## config.mk

```make
export PLATFORM = sky130hd
export DESIGN_NAME = z1_top
export DESIGN_NICKNAME = d
export VERILOG_FILES = /design/src/rtl/z1_top.sv
export SDC_FILE = /design/constraint.sdc
export NUM_CORES = 1
export LEC_CHECK = 0
export CORE_AREA = 2 2 161 163
export CTS_CLUSTER_DIAMETER = 40
export DETAILED_ROUTE_END_ITERATION = 7
export DIE_AREA = 0 0 163 165
export PLACE_DENSITY = 0.7
export SLEW_MARGIN = 20
export SYNTH_ARGS = -nofsm -noshare
export SYNTH_HDL_FRONTEND = slang
export SYNTH_SLANG_ARGS = --single-unit
export TNS_END_PERCENT = 20
```

## constraint.sdc

```tcl
create_clock -name USER_CLK -period 4.95 [get_ports USER_CLK]
set_input_delay 0.495 -clock USER_CLK [delete_from_list [all_inputs] [get_ports USER_CLK]]
set_output_delay 0.495 -clock USER_CLK [all_outputs]
set_load 0.05 [all_outputs]
```

## src/rtl/z1_top.sv

```systemverilog
// Audio top: an on-chip sequencer streams signed PCM samples through a FWFT FIFO into an I2S transmitter.
// Latency: a sample enters the FIFO one cycle after it is generated. It leaves at the next slot start, with its MSB one SCLK after the LRCK edge.
// Backpressure: the sequencer stalls while the FIFO is full. An empty FIFO at a slot start sends a zero slot and nothing is popped.
//
// Ports:
//   USER_CLK        system clock, all logic on its rising edge
//   RESET           asynchronous active-low reset
//   BUTTONS[0]      restart the sample sequence (debounced); [3:1] unused
//   SWITCHES        unused
//   LEDS            [0] FIFO empty, [1] FIFO full, [2] sequence done, [3] LRCK, [5:4] 0
//   FPGA_SERIAL_RX  unused; FPGA_SERIAL_TX held at 1 (UART idle)
//   MCLK/SCLK/LRCK  codec clocks: USER_CLK/10, USER_CLK/40, SCLK/64
//   SDIN            I2S serial data, MSB first
//   AUDIO_PWM       held at 0
module z1_top #(
  parameter int SYSTEM_CLOCK_FREQ  = 125_000_000,
  parameter int B_SAMPLE_COUNT_MAX = 25000,
  parameter int B_PULSE_COUNT_MAX  = 150,
  parameter int FIFO_DEPTH         = 8,
  parameter int BIT_DEPTH          = 24,
  parameter int SEQ_FIRST          = -50,
  parameter int SEQ_LAST           = 50
) (
  input  logic       USER_CLK,
  input  logic       RESET,
  input  logic [3:0] BUTTONS,
  input  logic [1:0] SWITCHES,
  output logic [5:0] LEDS,
  input  logic       FPGA_SERIAL_RX,
  output logic       FPGA_SERIAL_TX,
  output logic       MCLK,
  output logic       SCLK,
  output logic       LRCK,
  output logic       SDIN,
  output logic       AUDIO_PWM
);

  localparam int AW  = $clog2(FIFO_DEPTH);
  localparam int SCW = $clog2(B_SAMPLE_COUNT_MAX + 1);
  localparam int PCW = $clog2(B_PULSE_COUNT_MAX + 1);
  localparam logic [BIT_DEPTH-1:0] SEQ_FIRST_W = BIT_DEPTH'(SEQ_FIRST);
  localparam logic [BIT_DEPTH-1:0] SEQ_LAST_W  = BIT_DEPTH'(SEQ_LAST);
  localparam logic [5:0]           BD6         = 6'(BIT_DEPTH);
  localparam logic [4:0]           MSB_IDX     = 5'(BIT_DEPTH - 1);

  // ---------------- button debouncer ----------------
  logic           btn_meta, btn_sync;
  logic [SCW-1:0] sample_cnt;
  logic [PCW-1:0] pulse_cnt;
  logic           sample_pulse, btn_level, btn_level_q, restart;

  assign sample_pulse = (sample_cnt == SCW'(B_SAMPLE_COUNT_MAX - 1));
  assign btn_level    = (pulse_cnt >= PCW'(B_PULSE_COUNT_MAX));
  assign restart      = btn_level & ~btn_level_q;

  always_ff @(posedge USER_CLK or negedge RESET) begin
    if (!RESET) begin
      btn_meta    <= 1'b0;
      btn_sync    <= 1'b0;
      sample_cnt  <= '0;
      pulse_cnt   <= '0;
      btn_level_q <= 1'b0;
    end else begin
      btn_meta    <= BUTTONS[0];
      btn_sync    <= btn_meta;
      sample_cnt  <= sample_pulse ? '0 : sample_cnt + 1'b1;
      // Counter stops once the threshold is reached, so it never wraps.
      if (!btn_sync)
        pulse_cnt <= '0;
      else if (sample_pulse && !btn_level)
        pulse_cnt <= pulse_cnt + 1'b1;
      btn_level_q <= btn_level;
    end
  end

  // ---------------- sample FIFO (first-word fall-through) ----------------
  logic [BIT_DEPTH-1:0] fifo_mem [FIFO_DEPTH];
  logic [AW:0]          wr_ptr, rd_ptr;
  logic                 fifo_empty, fifo_full, fifo_push, fifo_pop;
  logic [BIT_DEPTH-1:0] fifo_dout;

  assign fifo_empty = (wr_ptr == rd_ptr);
  assign fifo_full  = (wr_ptr[AW] != rd_ptr[AW]) && (wr_ptr[AW-1:0] == rd_ptr[AW-1:0]);
  assign fifo_dout  = fifo_mem[rd_ptr[AW-1:0]];

  // ---------------- sequencer ----------------
  logic [BIT_DEPTH-1:0] seq_value;
  logic                 seq_done;

  assign fifo_push = !seq_done && !fifo_full;

  always_ff @(posedge USER_CLK) begin
    if (fifo_push)
      fifo_mem[wr_ptr[AW-1:0]] <= seq_value;
  end

  always_ff @(posedge USER_CLK or negedge RESET) begin
    if (!RESET) begin
      wr_ptr <= '0;
      rd_ptr <= '0;
    end else begin
      if (fifo_push) wr_ptr <= wr_ptr + 1'b1;
      if (fifo_pop)  rd_ptr <= rd_ptr + 1'b1;
    end
  end

  // A restart overrides the increment; the write of the old value in the same
  // cycle still lands in the FIFO because fifo_push does not look at restart.
  always_ff @(posedge USER_CLK or negedge RESET) begin
    if (!RESET) begin
      seq_value <= SEQ_FIRST_W;
      seq_done  <= 1'b0;
    end else if (restart) begin
      seq_value <= SEQ_FIRST_W;
      seq_done  <= 1'b0;
    end else if (fifo_push) begin
      seq_value <= seq_value + 1'b1;
      if (seq_value == SEQ_LAST_W)
        seq_done <= 1'b1;
    end
  end

  // ---------------- clock generation and I2S transmitter ----------------
  logic [5:0]           presc, presc_next, bit_cnt, bit_next;
  logic [3:0]           mdiv, mdiv_next;
  logic                 sclk_fall, sdin_next;
  logic [4:0]           slot_bit, bit_idx;
  logic [BIT_DEPTH-1:0] left_word, right_word, cur_word, slot_data;

  // mdiv tracks presc mod 10 without a divider; 40 is a multiple of 10.
  assign sclk_fall  = (presc == 6'd39);
  assign presc_next = sclk_fall ? 6'd0 : presc + 6'd1;
  assign mdiv_next  = (mdiv == 4'd9) ? 4'd0 : mdiv + 4'd1;
  assign bit_next   = bit_cnt + 6'd1;

  // The bit sent at new position b is slot bit (b-1), which is simply the old
  // bit_cnt. The channel being loaded at a slot start is never the one being
  // read, so the pre-load registers are safe to use here.
  assign slot_bit  = bit_cnt[4:0];
  assign bit_idx   = MSB_IDX - slot_bit;
  assign cur_word  = bit_cnt[5] ? right_word : left_word;
  assign sdin_next = ({1'b0, slot_bit} < BD6) ? cur_word[bit_idx] : 1'b0;

  assign fifo_pop  = sclk_fall && (bit_next[4:0] == 5'd0) && !fifo_empty;
  assign slot_data = fifo_empty ? '0 : fifo_dout;

  always_ff @(posedge USER_CLK or negedge RESET) begin
    if (!RESET) begin
      presc      <= 6'd0;
      mdiv       <= 4'd0;
      MCLK       <= 1'b0;
      SCLK       <= 1'b0;
      bit_cnt    <= 6'd63;
      LRCK       <= 1'b1;
      SDIN       <= 1'b0;
      left_word  <= '0;
      right_word <= '0;
    end else begin
      presc <= presc_next;
      mdiv  <= mdiv_next;
      MCLK  <= (mdiv_next < 4'd5);
      SCLK  <= (presc_next >= 6'd20);
      if (sclk_fall) begin
        bit_cnt <= bit_next;
        LRCK    <= bit_next[5];
        SDIN    <= sdin_next;
        if (bit_next == 6'd0)  left_word  <= slot_data;
        if (bit_next == 6'd32) right_word <= slot_data;
      end
    end
  end

  // ---------------- fixed outputs ----------------
  assign LEDS           = {2'b00, LRCK, seq_done, fifo_full, fifo_empty};
  assign FPGA_SERIAL_TX = 1'b1;
  assign AUDIO_PWM      = 1'b0;

  logic unused_inputs;
  assign unused_inputs = ^{SWITCHES, BUTTONS[3:1], FPGA_SERIAL_RX, (SYSTEM_CLOCK_FREQ > 0)};

endmodule

```

======== Yosys cells after proc, flatten, opt, wreduce, memory -nomap -nowiden ========
Memory sizes are Yosys's and may differ from the RTL's.
Cells that the tools add are included.
storage, ports and cells
  register bits after elaboration ......... 127
  memory bits (writable) .................. 192
  input port bits ......................... 9
  output and inout bits ................... 12
  word-level logic and storage cells ...... 77
  memories ................................ 1
operators by class
  add/subtract/negate cells ............... 9
  magnitude comparators ................... 5
  eq/ne operators ......................... 9
  mux-type cells .......................... 17
  bitwise gates (word level) .............. 2
  reduce and logical (&&, ||, !) cells .... 16
memories
  name      words  bits a word  read ports  clocked after memory_dff  write ports  line  text
  fifo_mem  8      24           1           0                         1            77    logic [BIT_DEPTH-1:0] fifo_mem [FIFO_DEPTH];
operators with widths
  operator                                                           count
  2-to-1 mux 24 bit                                                  4
  adder 24 x 1 -> 24 bit, second input constant                      1
  == test 24 x 6 -> 1 bit, second input constant                     1
  2-to-1 mux 8 bit                                                   2
  adder 15 x 1 -> 15 bit, second input constant                      1
  == test 15 bit, second input constant                              1
  2-to-1 mux 15 bit                                                  1
  adder 4 x 1 -> 4 bit, second input constant                        3
  adder 6 x 1 -> 6 bit, second input constant                        2
  == test 6 bit, second input constant                               2
  adder 8 x 1 -> 8 bit, second input constant                        1
  greater-or-equal comparator 8 bit, second input constant           1
  2-to-1 mux 1 bit                                                   7
  greater-or-equal comparator 6 x 5 -> 1 bit, second input constant  1
  zero test 6 bit                                                    1
  < comparator 5 x 6 -> 1 bit, second input constant                 1
  2-to-1 mux 6 bit                                                   1
  AND reduction 2 bit                                                3
  binary-select mux 1 bit (select 5 bit)                             1
  logical AND 1 bit                                                  5
  zero test 5 bit                                                    1
  < comparator 5 bit, second input constant                          1
  subtractor 5 bit, first input constant                             1
  == test 4 bit                                                      1
  other kinds (10)                                                   14

======== Logic depth before layout (Yosys ltp) ========
  word-level depth ........................ 6
  mapped depth ............................ 8
  depth with buffers taken out ............ 7

======== Worst setup path after synthesis ========
Ideal clock, no wire load.
  kind .................................... register -> register
  start point ............................. reg wr_ptr[0]
  end point ............................... mem fifo_mem[2][0] (enable)
  library setup time ...................... 0.474 ns
  arrival time ............................ 3.814 ns
  required time ........................... 4.476 ns
  setup slack ............................. 0.662 ns
  stages on the path, launching flop included .. 7
  buffers on the path ..................... 3
  period minus slack after synthesis ...... 4.288 ns
  cell sequence ........................... dfrtp_1 -> buf_2 -> xor2_2 -> o41ai_4 -> buf_6 -> buf_8 -> nor4b_1
on the way
  word-level cells in the longest chain between the ends .. 6
RTL lines
  item                                    line  text
  start: declaration                      78    logic [AW:0] wr_ptr, rd_ptr;
  start signal: assignment                102   if (fifo_push) wr_ptr <= wr_ptr + 1'b1;
  == test 3 bit                           83    assign fifo_full = (wr_ptr[AW] != rd_ptr[AW]) && (wr_ptr[AW-1:0] == rd_ptr[AW-1:0]);
  logical AND 1 bit                       83
  zero test 1 bit                         90    assign fifo_push = !seq_done && !fifo_full;
  logical AND 1 bit                       90
  2-to-1 mux 1 bit                        93    if (fifo_push)
  2-to-1 mux 1 bit (implied by the code)  94    fifo_mem[wr_ptr[AW-1:0]] <= seq_value;
  end: declaration                        77
Several ways; a longest one is shown, not always the timed one.

======== Final worst setup path ========
  start point ............................. reg wr_ptr[0]
  end point ............................... out LEDS[1]
on the way
  word-level cells in the longest chain between the ends .. 2
RTL lines
  item               line  text
  == test 3 bit      83
  logical AND 1 bit  83
  end: declaration   28    output logic [5:0] LEDS,
Every way passes these cells.

==> impl_metrics.csv <==
group,metric,value,unit
outcome,outcome,"finished, violations left",
outcome,violations,"hold timing",
timing,setup_viol_count_final,0,
setup_path,worst-setup-path-type,"reg -> out",
logic_synthesis,synth_cell_types,62,
timing,skew,0.01718,ns
clocking,cts_hold_buf,0,
clocking,htreeDepth,2,
setup_path,worst_path_max_delay_cell,"clkdlybuf4s50_1",
logic_synthesis,async_reset_ff_share,39.62,%
final_layout,n_antenna_cell,0,
clocking,cts.sink_count,318,
global_routing,grt_pass1_vias,7720,
final_layout,final_util,61.40,%
placed_design,place_congestion,0.7707,
clocking,clk_pin_slew,0.06,ns
detailed_routing,drtAntennaViolNets,0,
setup_path,endpoint_kind,"output pin",
global_routing,antenna_found_initial,0,
min_path,min_path_type,"in -> async",
timing,fin_setup_tns,0,ns
clocking,clockBufferDepth,3,
timing,whs,-0.01740,ns
timing,slew_violations,0,
final_layout,final_nets,888,
clocking,post_cts_resized,0,
detailed_routing,vias_per_cell,5.854,
power,peakVddDrop,0.2640,mV
detailed_routing,firstDrtPassIters,5,
detailed_routing,wl_per_cell,21.38,um
logic_synthesis,avgSynthCellArea,16.10,sq um
placed_design,hpwl,15870,um
final_layout,fin_area,15370,sq um
logic_synthesis,synth_top_area_share,42.47,%
timing,tightest_slew,1.045,ns
logic_synthesis,synthesis.area,13570,sq um
detailed_routing,drc,0,
global_routing,grt_max_degree,80,
floorplan,ioPinCount,21,
run,cap_violations,0,
clocking,cts_setup_buffers,0,
logic_synthesis,synth_largest_area_cell,"edfxtp_1",
detailed_routing,drt_wl_total,26230,um
global_routing,grt_first_pass_wirelength,42190,um
global_routing,grt_overflow,0,
placed_design,placed_cell_area,14000,sq um
timing,max_slew_margin,29.99,%
floorplan,rows,58,
floorplan,die-height,165,um
clocking,cts-root-buf,"clkbuf_16",
floorplan,dieWidth,163,um
floorplan,coreArea,25040,sq um
logic_synthesis,yosysWarnings,0,
logic_synthesis,synth_edf_count,192,
detailed_routing,vias,7183,
setup_path,cp_data_required_time,4.45,ns
power,leakage,5.215,nW
global_routing,grtUsageTotal,20.84,%
setup_path,slowest_delay,0.93,ns
floorplan,initial_core_util,54.22,%
logic_synthesis,synth-main-ff-cell,"edfxtp_1",
timing,max_freq,295.6,MHz
timing,hold_violations,15,
logic_synthesis,synth_area_leaders,"edfxtp_1, dfrtp_1, mux4_2",
detailed_routing,drtIter0Drc,586,
clocking,clock_latency,0.52,ns
clocking,cts_made_buffers,40,
floorplan,die-area,26900,sq um
power,fin_total_pwr,5.758,mW
logic_synthesis,ys_seq_area_share,65.95,%
setup_path,cp_cell_sequence,"xor2_2 > nor4_1 > clkdlybuf4s50_1",
clocking,cts_tree,"yes",
logic_synthesis,synth_common_cells,"edfxtp_1, dfrtp_1, mux4_2, nor2_1, mux2_2",
setup_path,crit_path_max_fanout,11,
logic_synthesis,syn_inst,843,
final_layout,fillerInstances,1782,
logic_synthesis,yosys_register_bits,318,
setup_path,arrival,2.89,ns
setup_path,start_kind,"flip-flop",
placed_design,io_buffers,10,
logic_synthesis,yosysMostFrequentCell,"edfxtp_1",
final_layout,area_growth,13.25,%
power,powerDensity,374.6,nW/um^2
timing,rsz0062_at_grt,"false",
timing,period_needed,3.383,ns
timing,period_share,68.33,%
final_layout,drive_above_1_share,27.42,%
[layout make-up]
type / instances / area [sq um] / area share [%]
clock buffer: 45 / 1041 / 6.771
sequential: 318 / 8957 / 58.26
multi-input combinational: 466 / 4345 / 28.27
clock inverter: 27 / 324.1 / 2.108
tap: 330 / 412.9 / 2.686
timing repair buffer: 30 / 251.5 / 1.636
inverter: 11 / 41.29 / 0.2686
[critical path: cells and delay by family, from the launching register on]
kind | cells | cell delay, ns
xor gates and xnor gates | 1 | 0.20
buffers and inverters | 1 | 0.93
DFF | 1 | 0.62
and+or+nand+nor | 1 | 0.63
[cell families (layout without fill, tap and decap cells)]
logic type                 after synthesis  in the layout  synth area share, %
xor gates and xnor gates                54             54                3.650
buffers and inverters                   61            113                2.397
and+or+nand+nor                        213            213                8.434
AOI/OAI and AO/OA                       43             43                2.424
muxes                                  140            140                15.98
other                                    2              4              0.05533
adders and majority gates               12             12                1.106
DFF                                    318            318                65.95
[registers in the layout, summed over array words and instances, names as in the netlist, 5 cells and up]
name        flops
presc           6
left_word      24
seq_value      24
pulse_cnt       8
sample_cnt     15
bit_cnt         5
fifo_mem      192
right_word     24
[worst paths after layout]
path / startpoint / to / slack [ns] / cells after the start
worst max-delay path: wr_ptr[0] / LEDS[1] / 1.57 / 3
worst min-delay path: RESET / left_word[3] / -0.02 / 1
worst max register to register: wr_ptr[0] / fifo_mem[7][4] / 1.94 / 6
worst min register to register: btn_meta / btn_sync / 0.35 / 0
max in group asynchronous: RESET / btn_meta / 3.83 / 2
min in group USER_CLK: btn_meta / btn_sync / 0.35 / 0
[power by group]
part	switching, mW	leakage [nW]	internal [mW]
Clock	1.13	0.664	1.81
Sequential	0.000805	3.01	2.79
Combinational	0.0264	1.55	0.00205
[per-stage QoR]
step                      setup WS (ns)  std cells
after global routing              1.410       1227
after floorplan                  0.6615        845
after global placement            1.918       1155
after detailed placement          1.868       1155
after CTS                         1.567       1227
final                             1.567       1227
[metal layers]
metal	vias up	share of wire [%]	GRT usage (%)	routed length [um]
met1	3734	42	27.72	11010
met3	44	5.9	4.771	1547
met2	170	50	34.42	13140
met4	0	2.0	6.798	526
met5	-	0	0	0
li1	3235	-	-	-
[cell usage in the layout (no fill, tap or decap), types with 8 or more instances in the layout]
master,netlist,routed
edfxtp_1,192,192
dfrtp_1,99,97
mux4_2,56,56
nor2_1,53,53
mux2_2,52,52
nand2_1,47,47
clkbuf_16,0,41
xnor2_1,34,34
mux2i_1,30,30
dfstp_2,27,27
buf_4,15,20
xor2_1,17,17
nand3_1,16,16
nand4_1,13,13
and2_1,13,12
nor3_1,15,12
ha_1,12,12
inv_1,11,11
nor4_1,10,9
o21ai_0,9,9
clkdlybuf4s50_1,0,9
and3_1,8,8
(Power assumes the default switching activity.)
==> patch (same flow settings) <==
The parameter `B_PULSE_COUNT_MAX` goes from 150 to 75.
--- a/src/rtl/z1_top.sv
+++ b/src/rtl/z1_top.sv
@@ -15,7 +15,7 @@
 module z1_top #(
   parameter int SYSTEM_CLOCK_FREQ  = 125_000_000,
   parameter int B_SAMPLE_COUNT_MAX = 25000,
-  parameter int B_PULSE_COUNT_MAX  = 150,
+  parameter int B_PULSE_COUNT_MAX  = 75,
   parameter int FIFO_DEPTH         = 8,
   parameter int BIT_DEPTH          = 24,
   parameter int SEQ_FIRST          = -50,
Behaviour: no difference found for any inputs over 10 cycles, from zero or initial values and one cycle with RESET low; that may be too few to reach the edited logic, so the function may still have changed.
==> patch against the original RTL <==
  * The flow still finishes with violations (negative hold slack)
  * Hold slack got worse by 0.0060 ns
  * Wire length fell by 0.31%
  * Power fell by 2.1%
  * Utilization is 0.12 points higher
  * Area after synthesis is 1.1% higher
  * Fmax is 0.23% higher
  * Largest power group unchanged
  * Cell area rose by 0.20%
  * Clock skew is 0.0083 ns higher
  * Sequential cell count fell by 1
  * Worst setup slack improved by 0.0078 ns
==> patch: results (changes against the original RTL) <==
INFO  drt            detailedRoute.firstPassIterationCount=4 [was 5]
INFO  drt            route.vias.total=7177 [was 7183]
INFO  place          detailed_place.area=14100um^2 [was 14000 um^2]
INFO  grt            grt_pass1_vias=7601 [was 7720]
INFO  synthesis      synthTopCellsByArea=sky130_fd_sc_hd__edfxtp_1, sky130_fd_sc_hd__dfrtp_1, sky130_fd_sc_hd__mux4_2, sky130_fd_sc_hd__dfstp_2, sky130_fd_sc_hd__mux2_4 [was sky130_fd_sc_hd__edfxtp_1, sky130_fd_sc_hd__dfrtp_1, sky130_fd_sc_hd__mux4_2, sky130_fd_sc_hd__dfstp_2, sky130_fd_sc_hd__mux2_2]
INFO  status         status=complete, but fails checks [unchanged]
INFO  drt            finalWirelength=26.1mm [was 26.2 mm]
INFO  timing         worst_clock_skew=0.0255ns [was 0.0172 ns]
INFO  drt            first_iter_violations=806 [was 586]
INFO  timing         hold_violations=10 [was 15]
INFO  worst_setup_path worst_path_arrival_time=2.88ns [was 2.89 ns]
INFO  power_and_ir_drop irDropWorstVdd=0.267mV [was 0.264 mV]
INFO  timing         holdWs=-0.0234ns [was -0.0174 ns]
INFO  place          post-place-cells=1146 [was 1155]
INFO  place          dp_wirelength=15.9mm [about the same]
INFO  grt            total_track_usage=20.5% [was 20.8%]
INFO  synthesis      post_synth_most_frequent_cells=sky130_fd_sc_hd__edfxtp_1, sky130_fd_sc_hd__dfrtp_1, sky130_fd_sc_hd__mux4_2 [unchanged]
INFO  drt            route.detailed.wl_per_inst=21.4um [about the same]
INFO  power_and_ir_drop total_leakage_power=5.28nW [was 5.21 nW]
INFO  cts            cts-buffers-inserted=41 [was 40]
INFO  cells_and_area final_net_count=881 [was 888]
INFO  status         failing_checks=negative hold slack [unchanged]
INFO  grt            grt_start_max_net_pins=73 [was 80]
INFO  synthesis      synth_sequential_area_ratio=65.1% [was 66.0%]
INFO  synthesis      number_of_unique_standard_cell_types_used_by_synthesis=61 [was 62]
## patch: changes by cell type after synthesis, moves of 5 or more
cell                      delta
sky130_fd_sc_hd__mux2_4     +43
sky130_fd_sc_hd__mux2_2     -39
sky130_fd_sc_hd__xor2_1     +11
sky130_fd_sc_hd__nand4_1     +7
sky130_fd_sc_hd__and3_1      +6
sky130_fd_sc_hd__buf_2       -6
sky130_fd_sc_hd__nor3_1      -6
sky130_fd_sc_hd__xnor2_1     -6
sky130_fd_sc_hd__buf_6       +5
## patch: final timing paths
check	start	to	slack (ns)	cells past startpoint
max	wr_ptr[1]	LEDS[0]	1.58	4
min	RESET	left_word[8]	-0.02	1
max reg2reg	wr_ptr[1]	fifo_mem[2][16]	1.59	5
min reg2reg	btn_meta	btn_sync	0.36	0
max in group asynchronous	RESET	wr_ptr[1]	3.79	2
min in group USER_CLK	btn_meta	btn_sync	0.36	0
## patch: stage by stage
stage | setup slack, ns | utilization, %
after floorplan | 1.58 | -
after global placement | 1.67 | 56.2
after detailed placement | 1.56 | 56.2
after CTS | 1.55 | 61.5
after global routing | 1.33 | 61.5
final | 1.58 | 61.5
## patch: routing by layer
metal  vias up  share of wire (%)  track usage (%)
li1       3196                  -                -
met1      3701                 42             27.7
met2       219                 50             33.9
met3        61                5.4             3.52
met4         0                2.7             7.04
met5         -                  0                0
## patch: logic make-up after synthesis
logic type / Yosys count / share of synthesized area [%]
AO/OA/AOI/OAI: 39 / 2.12
AND/OR/NAND/NOR: 207 / 8.09
other: 2 / 0.0547
XOR/XNOR: 56 / 3.58
flip-flops: 317 / 65.1
buffers and inverters: 56 / 2.67
adder cells (fa/ha/maj): 13 / 1.19
multiplexers: 143 / 17.2
## patch: area by class of cell
cell class | instances | share of cell area (%)
tap | 330 | 2.68
sequential | 317 | 58.0
clock inverter | 24 | 1.34
inverter | 8 | 0.195
timing repair buffer | 29 | 1.58
clock buffer | 51 | 7.24
multi-input combinational | 462 | 29.0
## patch: critical path, stage by stage (launching register included)
cell	delay, ns
sky130_fd_sc_hd__dfrtp_1	0.47
sky130_fd_sc_hd__xor2_1	0.24
sky130_fd_sc_hd__nor4b_4	0.40
sky130_fd_sc_hd__buf_4	0.38
sky130_fd_sc_hd__clkdlybuf4s50_1	0.87
## patch: power groups by stage
stage	Clock, mW	Sequential [mW]	Combinational [mW]
3_3_place_gp	0	2.84	0.0292
5_1_grt	2.98	2.78	0.0337
4_1_cts	2.86	2.79	0.0305
2_1_floorplan	0	2.84	0.00965
3_5_place_dp	0	2.84	0.0305
6_report	2.82	2.79	0.0289
